`config.mk`:
```
export PLATFORM = sky130hd
export DESIGN_NAME = mult_div_seq
export DESIGN_NICKNAME = d
export VERILOG_FILES = /design/src/rtl/mult_div_seq.sv
export SDC_FILE = /design/constraint.sdc
export NUM_CORES = 1
export LEC_CHECK = 0
export ABC_AREA = 1
export CORE_ASPECT_RATIO = 0.5
export CORE_MARGIN = 8
export CORE_UTILIZATION = 30
export CTS_CLUSTER_DIAMETER = 50
export DETAILED_ROUTE_END_ITERATION = 7
export DONT_BUFFER_PORTS = 1
export HOLD_SLACK_MARGIN = 0.15
export SETUP_SLACK_MARGIN = 0.1
export SKIP_CTS_REPAIR_TIMING = 1
export SYNTH_ARGS = -nofsm -noshare
export SYNTH_HDL_FRONTEND = slang
export SYNTH_SLANG_ARGS = --single-unit
export TNS_END_PERCENT = 5
```
`constraint.sdc`:
```
create_clock -name clock -period 2.54 [get_ports clock]
set_input_delay 0.508 -clock clock [delete_from_list [all_inputs] [get_ports clock]]
set_output_delay 0.508 -clock clock [all_outputs]
set_load 0.02 [all_outputs]
```
`src/rtl/mult_div_seq.sv`:
```
// Iterative signed multiply/divide sequencer for the HI/LO register path.
// Works on operand magnitudes one bit per edge; signs are restored in FIN.
module mult_div_seq #(
  parameter int WIDTH = 32
) (
  input  logic             clock,
  input  logic             reset,
  input  logic             start_mult,
  input  logic             start_div,
  input  logic [WIDTH-1:0] a,
  input  logic [WIDTH-1:0] b,
  output logic             busy,
  output logic             done,
  output logic             div_zero,
  output logic [WIDTH-1:0] hi_out,
  output logic [WIDTH-1:0] lo_out
);

  // state | meaning
  // IDLE  | waiting for a start; outputs hold
  // RUN   | one shift/add or shift/subtract iteration per edge
  // FIN   | sign correction and result write, done on the next cycle
  typedef enum logic [1:0] {IDLE, RUN, FIN} state_t;

  localparam int CW = $clog2(WIDTH);

  state_t               state, stateNext;
  logic [CW-1:0]        iterCnt;
  logic                 isDiv, divByZero, signA, signB;
  logic [WIDTH-1:0]     magA, magB;
  logic [2*WIDTH-1:0]   acc;

  logic                 accept, acceptDz, lastIter;
  logic [WIDTH-1:0]     aMag, bMag;
  logic [WIDTH:0]       multSum;
  logic [2*WIDTH-1:0]   multStep, divStep, prodFix;
  logic [WIDTH:0]       remShift;
  logic [WIDTH-1:0]     remDiff, quotFix, remFix;
  logic                 noBorrow;

  assign accept   = (state == IDLE) && (start_mult || start_div);
  assign acceptDz = !start_mult && (b == '0);
  assign lastIter = (iterCnt == CW'(WIDTH - 1));
  assign aMag     = a[WIDTH-1] ? -a : a;
  assign bMag     = b[WIDTH-1] ? -b : b;

  // Multiply: acc = {partial, multiplier}; add multiplicand on LSB, then shift right.
  assign multSum  = {1'b0, acc[2*WIDTH-1:WIDTH]} + {1'b0, (acc[0] ? magA : '0)};
  assign multStep = {multSum, acc[WIDTH-1:1]};

  // Divide (restoring): acc = {remainder, dividend/quotient}; shift left, trial subtract.
  assign remShift = {acc[2*WIDTH-1:WIDTH], acc[WIDTH-1]};
  assign noBorrow = (remShift >= {1'b0, magB});
  assign remDiff  = remShift[WIDTH-1:0] - magB;
  assign divStep  = noBorrow ? {remDiff, acc[WIDTH-2:0], 1'b1}
                             : {acc[2*WIDTH-2:0], 1'b0};

  assign prodFix = (signA ^ signB) ? -acc : acc;
  assign quotFix = (signA ^ signB) ? -acc[WIDTH-1:0] : acc[WIDTH-1:0];
  assign remFix  = signA ? -acc[2*WIDTH-1:WIDTH] : acc[2*WIDTH-1:WIDTH];

  always_ff @(posedge clock) begin
    if (reset) state <= IDLE;
    else       state <= stateNext;
  end

  always_comb begin
    stateNext = state;
    case (state)
      IDLE:    if (accept) stateNext = acceptDz ? FIN : RUN;
      RUN:     if (lastIter) stateNext = FIN;
      FIN:     stateNext = IDLE;
      default: stateNext = IDLE;
    endcase
  end

  always_comb begin
    busy = (state != IDLE);
  end

  always_ff @(posedge clock) begin
    if (reset) begin
      iterCnt   <= '0;
      isDiv     <= 1'b0;
      divByZero <= 1'b0;
      signA     <= 1'b0;
      signB     <= 1'b0;
      magA      <= '0;
      magB      <= '0;
      acc       <= '0;
      done      <= 1'b0;
      div_zero  <= 1'b0;
      hi_out    <= '0;
      lo_out    <= '0;
    end else begin
      done <= 1'b0;
      case (state)
        IDLE: if (accept) begin
          isDiv     <= !start_mult;
          divByZero <= acceptDz;
          signA     <= a[WIDTH-1];
          signB     <= b[WIDTH-1];
          magA      <= aMag;
          magB      <= bMag;
          acc       <= start_mult ? {{WIDTH{1'b0}}, bMag} : {{WIDTH{1'b0}}, aMag};
          iterCnt   <= '0;
          div_zero  <= 1'b0;
        end
        RUN: begin
          iterCnt <= iterCnt + CW'(1);
          acc     <= isDiv ? divStep : multStep;
        end
        FIN: begin
          done <= 1'b1;
          if (divByZero) begin
            div_zero <= 1'b1;
          end else if (isDiv) begin
            hi_out <= remFix;
            lo_out <= quotFix;
          end else begin
            hi_out <= prodFix[2*WIDTH-1:WIDTH];
            lo_out <= prodFix[WIDTH-1:0];
          end
        end
        default: ;
      endcase
    end
  end

endmodule

```
== After elaboration in Yosys (flattened, before gate mapping) ==
Index checks and enable logic that the tools add are counted.
Widths: inputs -> output; s select.
Word-level totals
  logic and storage cells: 67
  input bits: 68
  register bits: 205
Cells by class
  add/subtract/negate cells: 8
  muxes and demuxes: 23
  order comparisons: 1
  bitwise operators: 2
  reductions and logical operators: 14
  equal/unequal tests: 6
Operator list (number)
  $mux 32: 8
  $mux 64: 4
  $neg 32->32: 4
  $pmux 64 s2: 1
  $neg 64->64: 1
  $add 32x32->33: 1
  $ge 33x32->1: 1
  $logic_not 32->1: 1
  $sub 32x32->32: 1
  $pmux 5 s2: 1
  $reduce_and 2->1: 4
  $mux 2: 3
  $ne 2x2->1 const B: 3
  $reduce_bool 2->1: 3
  $add 5x1->5 const B: 1
  $eq 5x5->1 const B: 1
  $mux 5: 1
  $pmux 2 s2: 1
  $mux 1: 3
  $reduce_and 3->1: 1
  $eq 2x1->1 const B: 1
  $eq 2x2->1 const B: 1
  $logic_and 1x1->1: 2
  $logic_not 2->1: 1
  other kinds (5): 5

== Longest topological paths before layout ==
Gate-level depths: netlist (run 1).
  depth in word-level cells: 5
  gate-level depth with buffers: 21

== Worst setup path before layout (run 1) ==
Ideal clock, no wire load.
  kind: flip-flop to flip-flop
  start: register acc[0]
  end: register acc[51]
  clock period less this slack: 2.252 ns
  required time: 2.412 ns
  setup slack: 0.288 ns
  data arrival time: 2.125 ns
  library setup time: 0.128 ns
  buffers on the path: 2
  stages on the path, launching flop included: 19
  cell sequence: dfxtp_1 > buf_2 > buf_1 > nand2_1 > inv_1 > ha_1 > nand2_1 > nand2_1 > or2_2 > nand3_1 > nand2_1 > nand2_1 > nand2_1 > nand2_1 > nand3_1 > nand2_1 > nor2_1 > nor2_1 > nor2_1
Between the ends
  word-level cells in the longest chain between the ends: 4
Ends and longest elaborated chain
  from (decl): line 31  | logic [2*WIDTH-1:0] acc;
  from (signal assigned): line 105  | acc <= start_mult ? {{WIDTH{1'b0}}, bMag} : {{WIDTH{1'b0}}, aMag};
  from (signal assigned): line 111  | acc <= isDiv ? divStep : multStep;
  $mux 32: line 48  | assign multSum = {1'b0, acc[2*WIDTH-1:WIDTH]} + {1'b0, (acc[0] ? magA : '0)};
  $add 32x32->33: line 48
  $mux 64: line 111
  $pmux 64 s2: line 97  | case (state)
No other way between the ends.
A chain may end at the register's enable or synchronous reset.

== Worst setup path after layout (run 1) ==
  start: register acc[15]
  end: register hi_out[18]
Between the ends
  word-level cells in the longest chain between the ends: 3
Ends and longest elaborated chain
  $neg 64->64: line 58  | assign prodFix = (signA ^ signB) ? -acc : acc;
  $mux 64: line 58
  $mux 32: line 117  | end else if (isDiv) begin
  to (signal assigned): line 118  | hi_out <= remFix;
  to (signal assigned): line 121  | hi_out <= prodFix[2*WIDTH-1:WIDTH];
  to (decl): line 15  | output logic [WIDTH-1:0] hi_out,
No other way between the ends.

==> results of run 1 <==
==> layer usage <==
layer	share of wire [%]	vias to the layer above	GRT usage (%)
met4	2.7	2	5.689
met1	47	10580	34.48
met2	39	918	32.82
met3	11	99	6.351
li1	-	11040	-
met5	0.013	-	0
==> registers in the layout (all words and copies together) (netlist names) <==
register,count
acc,64
hi_out,32
lo_out,32
magA,32
magB,32
iterCnt,5
state,2
divByZero,1
div_zero,1
done,1
isDiv,1
signA,1
signB,1
==> cell usage in the layout (no fill, tap or decap), types with 41 or more instances in the layout <==
master         count
dfxtp_1          192
xor2_1            73
o21ai_0          218
a21oi_1          202
o211ai_1          52
buf_4            171
inv_1            565
nand2_1          906
nand3_1          282
nor2_1           346
ha_4              41
dlygate4sd3_1     45
==> power by group <==
group / switching [mW] / leakage, nW / internal, mW
logic: 4.23 / 9.72 / 2.30
registers: 0.484 / 1.69 / 3.52
clock network: 1.84 / 0.514 / 2.59
total: 6.56 / 11.9 / 8.40
==> logic make-up after synthesis <==
logic type | Yosys count
and+or+nand+nor | 1748
buffers and inverters | 719
AOI/OAI and AO/OA | 562
DFF | 205
xor gates and xnor gates | 97
adders and majority gates | 72
muxes | 1
==> worst max-delay path, delay by kind of cell, from the launching register on <==
kind,cells,cell delay [ns]
and+or+nand+nor,9,1.66
AOI/OAI and AO/OA,2,0.25
buffers and inverters,1,0.04
DFF,1,0.39
==> area by class of cell <==
| type | instances | area (sq um) | area share (%) |
|---|---|---|---|
| Clock buffer | 35 | 788.3 | 3.333 |
| Inverter | 590 | 2231 | 9.433 |
| Timing Repair Buffer | 232 | 2049 | 8.666 |
| Clock inverter | 19 | 254.0 | 1.074 |
| Tap cell | 837 | 1047 | 4.428 |
| Multi-Input combinational cell | 2480 | 13160 | 55.62 |
| Sequential cell | 205 | 4125 | 17.44 |
==> path summary, 6_finish.rpt <==
path / to / startpoint / cells past startpoint
max reg2reg: hi_out[18]$_SDFFE_PP0P_ / acc[15]$_SDFFE_PP0P_ / 12
min: acc[62]$_SDFFE_PP0P_ / reset / 1
min reg2reg: signB$_SDFFE_PP0P_ / signB$_SDFFE_PP0P_ / 2
max: hi_out[18]$_SDFFE_PP0P_ / acc[15]$_SDFFE_PP0P_ / 12
==> cell usage after synthesis, types with 15 or more instances <==
library cell | count | area, sq um
buf_1 | 15 | 56.30
xor2_1 | 74 | 648.1
ha_1 | 70 | 875.8
o21a_1 | 21 | 157.7
inv_1 | 573 | 2151
dfxtp_1 | 205 | 4104
nand3_1 | 287 | 1436
nor2_1 | 377 | 1415
nand4_1 | 37 | 231.5
nor3_1 | 30 | 150.1
buf_2 | 22 | 110.1
o211ai_1 | 52 | 390.4
xnor2_1 | 23 | 201.4
a21oi_1 | 215 | 1076
clkbuf_1 | 88 | 330.3
nand3b_1 | 23 | 172.7
o21ai_0 | 223 | 1116
nand2_1 | 942 | 3536
==> per-stage QoR <==
stage                     hold slack (ns)  area, sq um
after detailed placement           0.4553        21060
after CTS                        -0.02367        22100
final                             0.05294        23650
after global placement             0.4494        21060
after floorplan                    0.4368        19100
after global routing              0.01705        23650
==> metrics.md, run 1 <==
| Metric | Value |
|---|---|
| Main synth FF type | `dfxtp_1` |
| Critical Path Fanout Max | `6` |
| Standard cell core area | `63030 sq um` |
| DIE AREA | `72500 sq um` |
| Total Nets Final | `between 3000 and 4000` |
| Via count of the first global-routing pass | `~20000` |
| Residual antenna-violating net count after detailed routing | `0` |
| Basic-gate share of the synthesized area counting and, or, nand and nor cells | `roughly two fifths` |
| PnR worst setup slack | `0.06744 ns` |
| Synth Area in Compound Gates | `between 10% and 20%` |
| Antenna violations before repair | `4` |
| Global-route wire length before repair | `130500 um` |
| Mapped Avg Cell Area | `between 5 and 6 sq um` |
| Longest Clk Path Bufs | `3` |
| Worst setup skew after layout | `about 0.028 ns` |
| Cell Pwr Density | `between 600 and 700 nW/um^2` |
| Result of the run | `finished clean` |
| Sequential fraction of the synthesis area | `21.48%` |
| Worst VDD drop | `between 500 and 600 uV` |
| Iteration-0 DRC count of the detailed router | `~2400` |
| Port bufs | `0` |
| Post-placement worst setup slack | `-0.01648 ns` |
| I/O pin count | `approximately 140` |
| Nature of the critical path startpoint | `flop` |
| Fmax achieved | `roughly 400 MHz` |
| Drt via density | `5.148` |
| Clock tree root driver cell | `clkbuf_16` |
| Worst slew pin tran | `0.8718 ns` |
| Post-layout utilization of the core | `a little under two fifths` |
| HPWL after DPL | `~73000 um` |
| Horiz. Die Dim | `roughly 370 um` |
| Aggregate negative setup slack | `0 ns` |
| Global-route usage over all layers | `between 20% and 30%` |
| Worst-case register-to-register setup slack | `0.07 ns` |
| Category of the critical setup timing path | `reg2reg` |
| Leak | `approximately 12 nW` |
| Placed Instances | `4284` |
| Number of buffers added by the clock tree synthesis step | `29` |
| Longest individual stage delay on the worst path | `slightly below 0.4 ns` |
| Clock tree from TritonCTS | `built` |
| Total inserted antenna cells | `0` |
| RePlAce Congestion | `between 0.9 and 1` |
| Multiplexer share of the synthesized area | `less than 1%` |
| Final worst path period need | `between 2 and 2.5 ns` |
| Proportion of register bits with asynchronous set or reset after synthesis | `0%` |
| Detailed-routing iteration count for the pre-antenna-repair pass | `6` |
| Finished Layout Cells | `roughly 4400` |
| Unrepaired setup endpoints after global routing | `yes` |
| # rows | `65` |
| Most common cell on crit path | `nand2_1` |
| Number of endpoints failing setup at the final stage | `0` |
| Nets in the synthesized netlist | `~3500` |
| Pin count of the biggest net entering global routing | `105` |
| Cell with the biggest individual delay on the critical path | `dfxtp_1` |
| CP Data Required Time | `around 3.0 ns` |
| Number of enable flip-flop cells after synthesis | `0` |
| Max-cap check violation count | `0` |
| Chip height | `approximately 200 um` |
| Share of the clock period used by the worst path | `a little over nine tenths` |
| Post-synthesis share of cell area spent on full adders, half adders and majority gates | `4.794%` |
| Clock latency of the later-clocked register in the worst-skew pair | `just over 0.6 ns` |
| Routed via count | `about 23000` |
| Ys Warns | `0` |
| Count of state elements after synthesis | `just over 200` |
| Setup crit end kind | `flop` |
| Critical path data arrival time | `a little under 3 ns` |
| Number of pins exceeding their max-slew limit in the final report | `0` |
| Initial Utilization | `30.31%` |
| Min-delay worst type | `in2reg` |
| Power after layout | `between 10 and 15 mW` |
| Hold violation count in the final report | `0` |
| H-Tree Level Count | `1` |
| Overflow left after global routing | `0` |
| Post-synth design cell area | `between 15000 and 20000 sq um` |
| Largest family of logic cells by synthesized area | `simple AND/OR/NAND/NOR gates` |
| Number of remaining DRC errors | `0` |
| Share of final-layout standard cells stronger than drive strength 1 | `between 10% and 20%` |
| Average routed wire per standard cell | `20.69 um` |
| Xor/xnor cell area share of the yosys netlist | `4.447%` |
| Max-slew headroom at the worst pin | `41.80%` |
| Clock input transition at the sequential cells of the worst setup and hold paths | `about 0.070 ns` |
| Post-synth cell types | `54` |
| Layout Area Growth over Synthesis | `23.79%` |
| CP Cell Sequence | `nor2_1, nand3_1, nor2_1, nand2_1, nor2_1, nand2_1, nand2_1, a21oi_1, o21ai_0, nand3_1, nand2_1, inv_1` |
| CTS sink count | `205` |
| Number of fill cells in the layout | `~6900` |
| Post-detailed-routing wire length | `91000 um` |
| Count of mapped cells out of synthesis | `3404` |
Note: power is estimated with default switching activity, not from simulation.
==> run 2: changes to the inputs <==
Clock period 2.54 ns to 2.55 ns, I/O delays scaled along.
==> run 2 against run 1 <==
Power down 3.8%. Sequential cell count unchanged. Worst hold slack better by 0.022 ns. Sequential share of layout area up 0.54 points. Sequential power down 1%. Die area unchanged. Clock power down 3%. Critical endpoint is now hi_out[0]$_SDFFE_PP0P_.
==> metrics.md, run 2 (synthesized netlist as in run 1, its figures left out) <==
| Metric | Value |
|---|---|
| Max-cap check violation count | `0 (unchanged)` |
| Horiz. Die Dim | `372.9 um (unchanged)` |
| Critical path data arrival time | `2.94 ns (-0.02 ns)` |
| Global-route usage over all layers | `22.84% (-0.47 points)` |
| Drt via density | `5.102 (-0.89%)` |
| Pin count of the biggest net entering global routing | `119 (+13%)` |
| # rows | `65 (unchanged)` |
| Overflow left after global routing | `0 (unchanged)` |
| Post-detailed-routing wire length | `88370 um (-2.9%)` |
| Area occupied by multi-input gates | `12900 sq um (-1.9%)` |
| Port bufs | `0 (unchanged)` |
| Result of the run | `finished clean` |
| Worst VDD drop | `507.2 uV (-6.6%)` |
| Max-slew headroom at the worst pin | `45.75% (+4.0 points)` |
| Number of remaining DRC errors | `0 (unchanged)` |
| Layout Area Growth over Synthesis | `19.84%` |
| Share of the clock period used by the worst path | `96.22% (-1.1 points)` |
| RePlAce Congestion | `0.9774 (+0.96%)` |
| Total inserted antenna cells | `0 (unchanged)` |
| Clock Power Share | `29.8% (+0.2 points)` |
| Commonest non-fill, non-tap cell in the layout | `nand2_1` |
| Number of pins exceeding their max-slew limit in the final report | `0 (unchanged)` |
| Max reg flops | `64 (unchanged)` |
| Detailed-routing iteration count for the pre-antenna-repair pass | `6 (unchanged)` |
| Worst slew pin tran | `0.8126 ns (-0.05922 ns)` |
| Number of endpoints failing setup at the final stage | `0 (unchanged)` |
| Via count of the first global-routing pass | `19680 (-1.5%)` |
| Standard cell core area | `63030 sq um (unchanged)` |
| Switching power | `6.318 mW (-3.7%)` |
| CP Cell Sequence | `buf_6, inv_4, ha_4, inv_2, nor3_4, nand2_2, nor2_4, nand2_2, nor2_4, nand3_4, o21ai_4, buf_4, o21ai_2, nand2_1, inv_1` |
| Iteration-0 DRC count of the detailed router | `2512 (+3.8%)` |
| Post-layout utilization of the core | `36.32% (-1.2 points)` |
| CTS sink count | `205 (unchanged)` |
| CP Buf/Inv Count | `5 (+4)` |
| Comb pwr share | `42.7% (-0.9 points)` |
| Kind of cell adding the most delay to the critical path | `simple AND/OR/NAND/NOR gates` |
| Leak | `11.64 nW (-2.3%)` |
| Cell with the biggest individual delay on the critical path | `dfxtp_4` |
| Critical Path Fanout Max | `6 (unchanged)` |
| Category of the critical setup timing path | `reg2reg` |
| Hold violation count in the final report | `0 (unchanged)` |
| Min-delay worst type | `in2reg` |
| Cell Pwr Density | `628.5 nW/um^2 (-0.65%)` |
| Post-placement worst setup slack | `-0.08310 ns (-0.06662 ns)` |
| I/O pin count | `135 (unchanged)` |
| H-Tree Level Count | `1 (unchanged)` |
| Chip height | `194.4 um (unchanged)` |
| Top library cells by usage in the layout, fill and taps aside | `911 x nand2_1, 567 x inv_1, 343 x nor2_1` |
| Worst setup skew after layout | `0.02449 ns (-0.003012 ns)` |
| Longest individual stage delay on the worst path | `0.39 ns (about the same)` |
| CP Data Required Time | `3.04 ns (about the same)` |
| Average routed wire per standard cell | `20.32 um (-1.8%)` |
| Relative contribution of sequential cells to total power | `27.5% (+0.8 points)` |
| Longest Clk Path Bufs | `3 (unchanged)` |
| Worst-case register-to-register setup slack | `0.1 ns (+0.03 ns)` |
| Initial Utilization | `30.31% (unchanged)` |
| Clock tree from TritonCTS | `built` |
| Aggregate negative setup slack | `0 ns (unchanged)` |
| Number of fill cells in the layout | `7005 (+1.9%)` |
| Unrepaired setup endpoints after global routing | `yes` |
| PnR worst setup slack | `0.09651 ns (+0.02908 ns)` |
| Final worst path period need | `2.453 ns (-0.01908 ns)` |
| Share of final-layout standard cells stronger than drive strength 1 | `11.50% (-1.5 points)` |
| Register ranked first by flip-flop count | `acc` |
| Clock tree root driver cell | `clkbuf_16` |
| Hold_ws | `0.07514 ns (+0.02220 ns)` |
| Residual antenna-violating net count after detailed routing | `0 (unchanged)` |
| Fmax achieved | `407.6 MHz (+0.78%)` |
| Internal power summed over all cells | `8.071 mW (-3.9%)` |
| Routed via count | `22190 (-2.0%)` |
| Switching share of power | `43.91% (about the same)` |
| HPWL after DPL | `70820 um (-2.4%)` |
| DIE AREA | `72500 sq um (unchanged)` |
| Setup crit end kind | `flop` |
| Combined flip-flop and latch cell area | `4116 sq um (-0.21%)` |
| Global-route wire length before repair | `128900 um (-1.3%)` |
| Total Nets Final | `3631 (-1.3%)` |
| Number of buffers added by the clock tree synthesis step | `29 (unchanged)` |
| Clock input transition at the sequential cells of the worst setup and hold paths | `0.06 ns (about the same)` |
| Nature of the critical path startpoint | `flop` |
| Antenna violations before repair | `2 (-2)` |
| Clock latency of the later-clocked register in the worst-skew pair | `0.60 ns (about the same)` |
run 2: changes by cell type in the layout (fill, tap and decap cells not counted), moves of 4 or more:
cell	delta
dfxtp_2	-7
ha_4	-19
nor2_2	+5
dlygate4sd3_1	-15
buf_4	-27
nand2_2	-4
ha_1	+16
nand2_1	+5
dfxtp_1	+7
run 2: worst paths after layout:
kind	to	cells after the start	start
setup / recovery	hi_out[0]$_SDFFE_PP0P_	15	acc[0]$_SDFFE_PP0P_
hold / removal	acc[33]$_SDFFE_PP0P_	1	reset
setup reg to reg	hi_out[0]$_SDFFE_PP0P_	15	acc[0]$_SDFFE_PP0P_
hold reg to reg	iterCnt[0]$_SDFFE_PP0P_	1	iterCnt[0]$_SDFFE_PP0P_
run 2: power groups by stage:
stage,clock (mW),combinational (mW),sequential [mW]
final,4.29,6.14,3.96
after global routing,4.48,6.74,3.98
after CTS,4.35,5.70,3.92
after detailed placement,0,5.67,3.99
after global placement,0,5.68,3.99
after floorplan,0,3.74,3.80
run 2: cell type report:
| class | count | share of cell area [%] |
|---|---|---|
| multi-input cells | 2480 | 56.37 |
| flip-flops and latches | 205 | 17.98 |
| inverters | 590 | 9.706 |
| repair buffers | 185 | 6.979 |
| well taps | 837 | 4.574 |
| clock buffers | 33 | 3.323 |
| clock inverters | 19 | 1.071 |
run 2: metrics by stage:
step	cells	total power [mW]	area (sq um)
floorplan	3404	7.543	19100
global placement	4259	9.671	20840
detailed placement	4259	9.658	20840
CTS	4311	13.97	21840
global route	4349	15.20	22890
finish	4349	14.39	22890
run 2: per-layer routing:
layer	global-route usage (%)	share of wire, %
met5	0	0.015
met1	34.02	48
met3	5.637	9.9
met4	4.992	2.5
met2	32.56	40
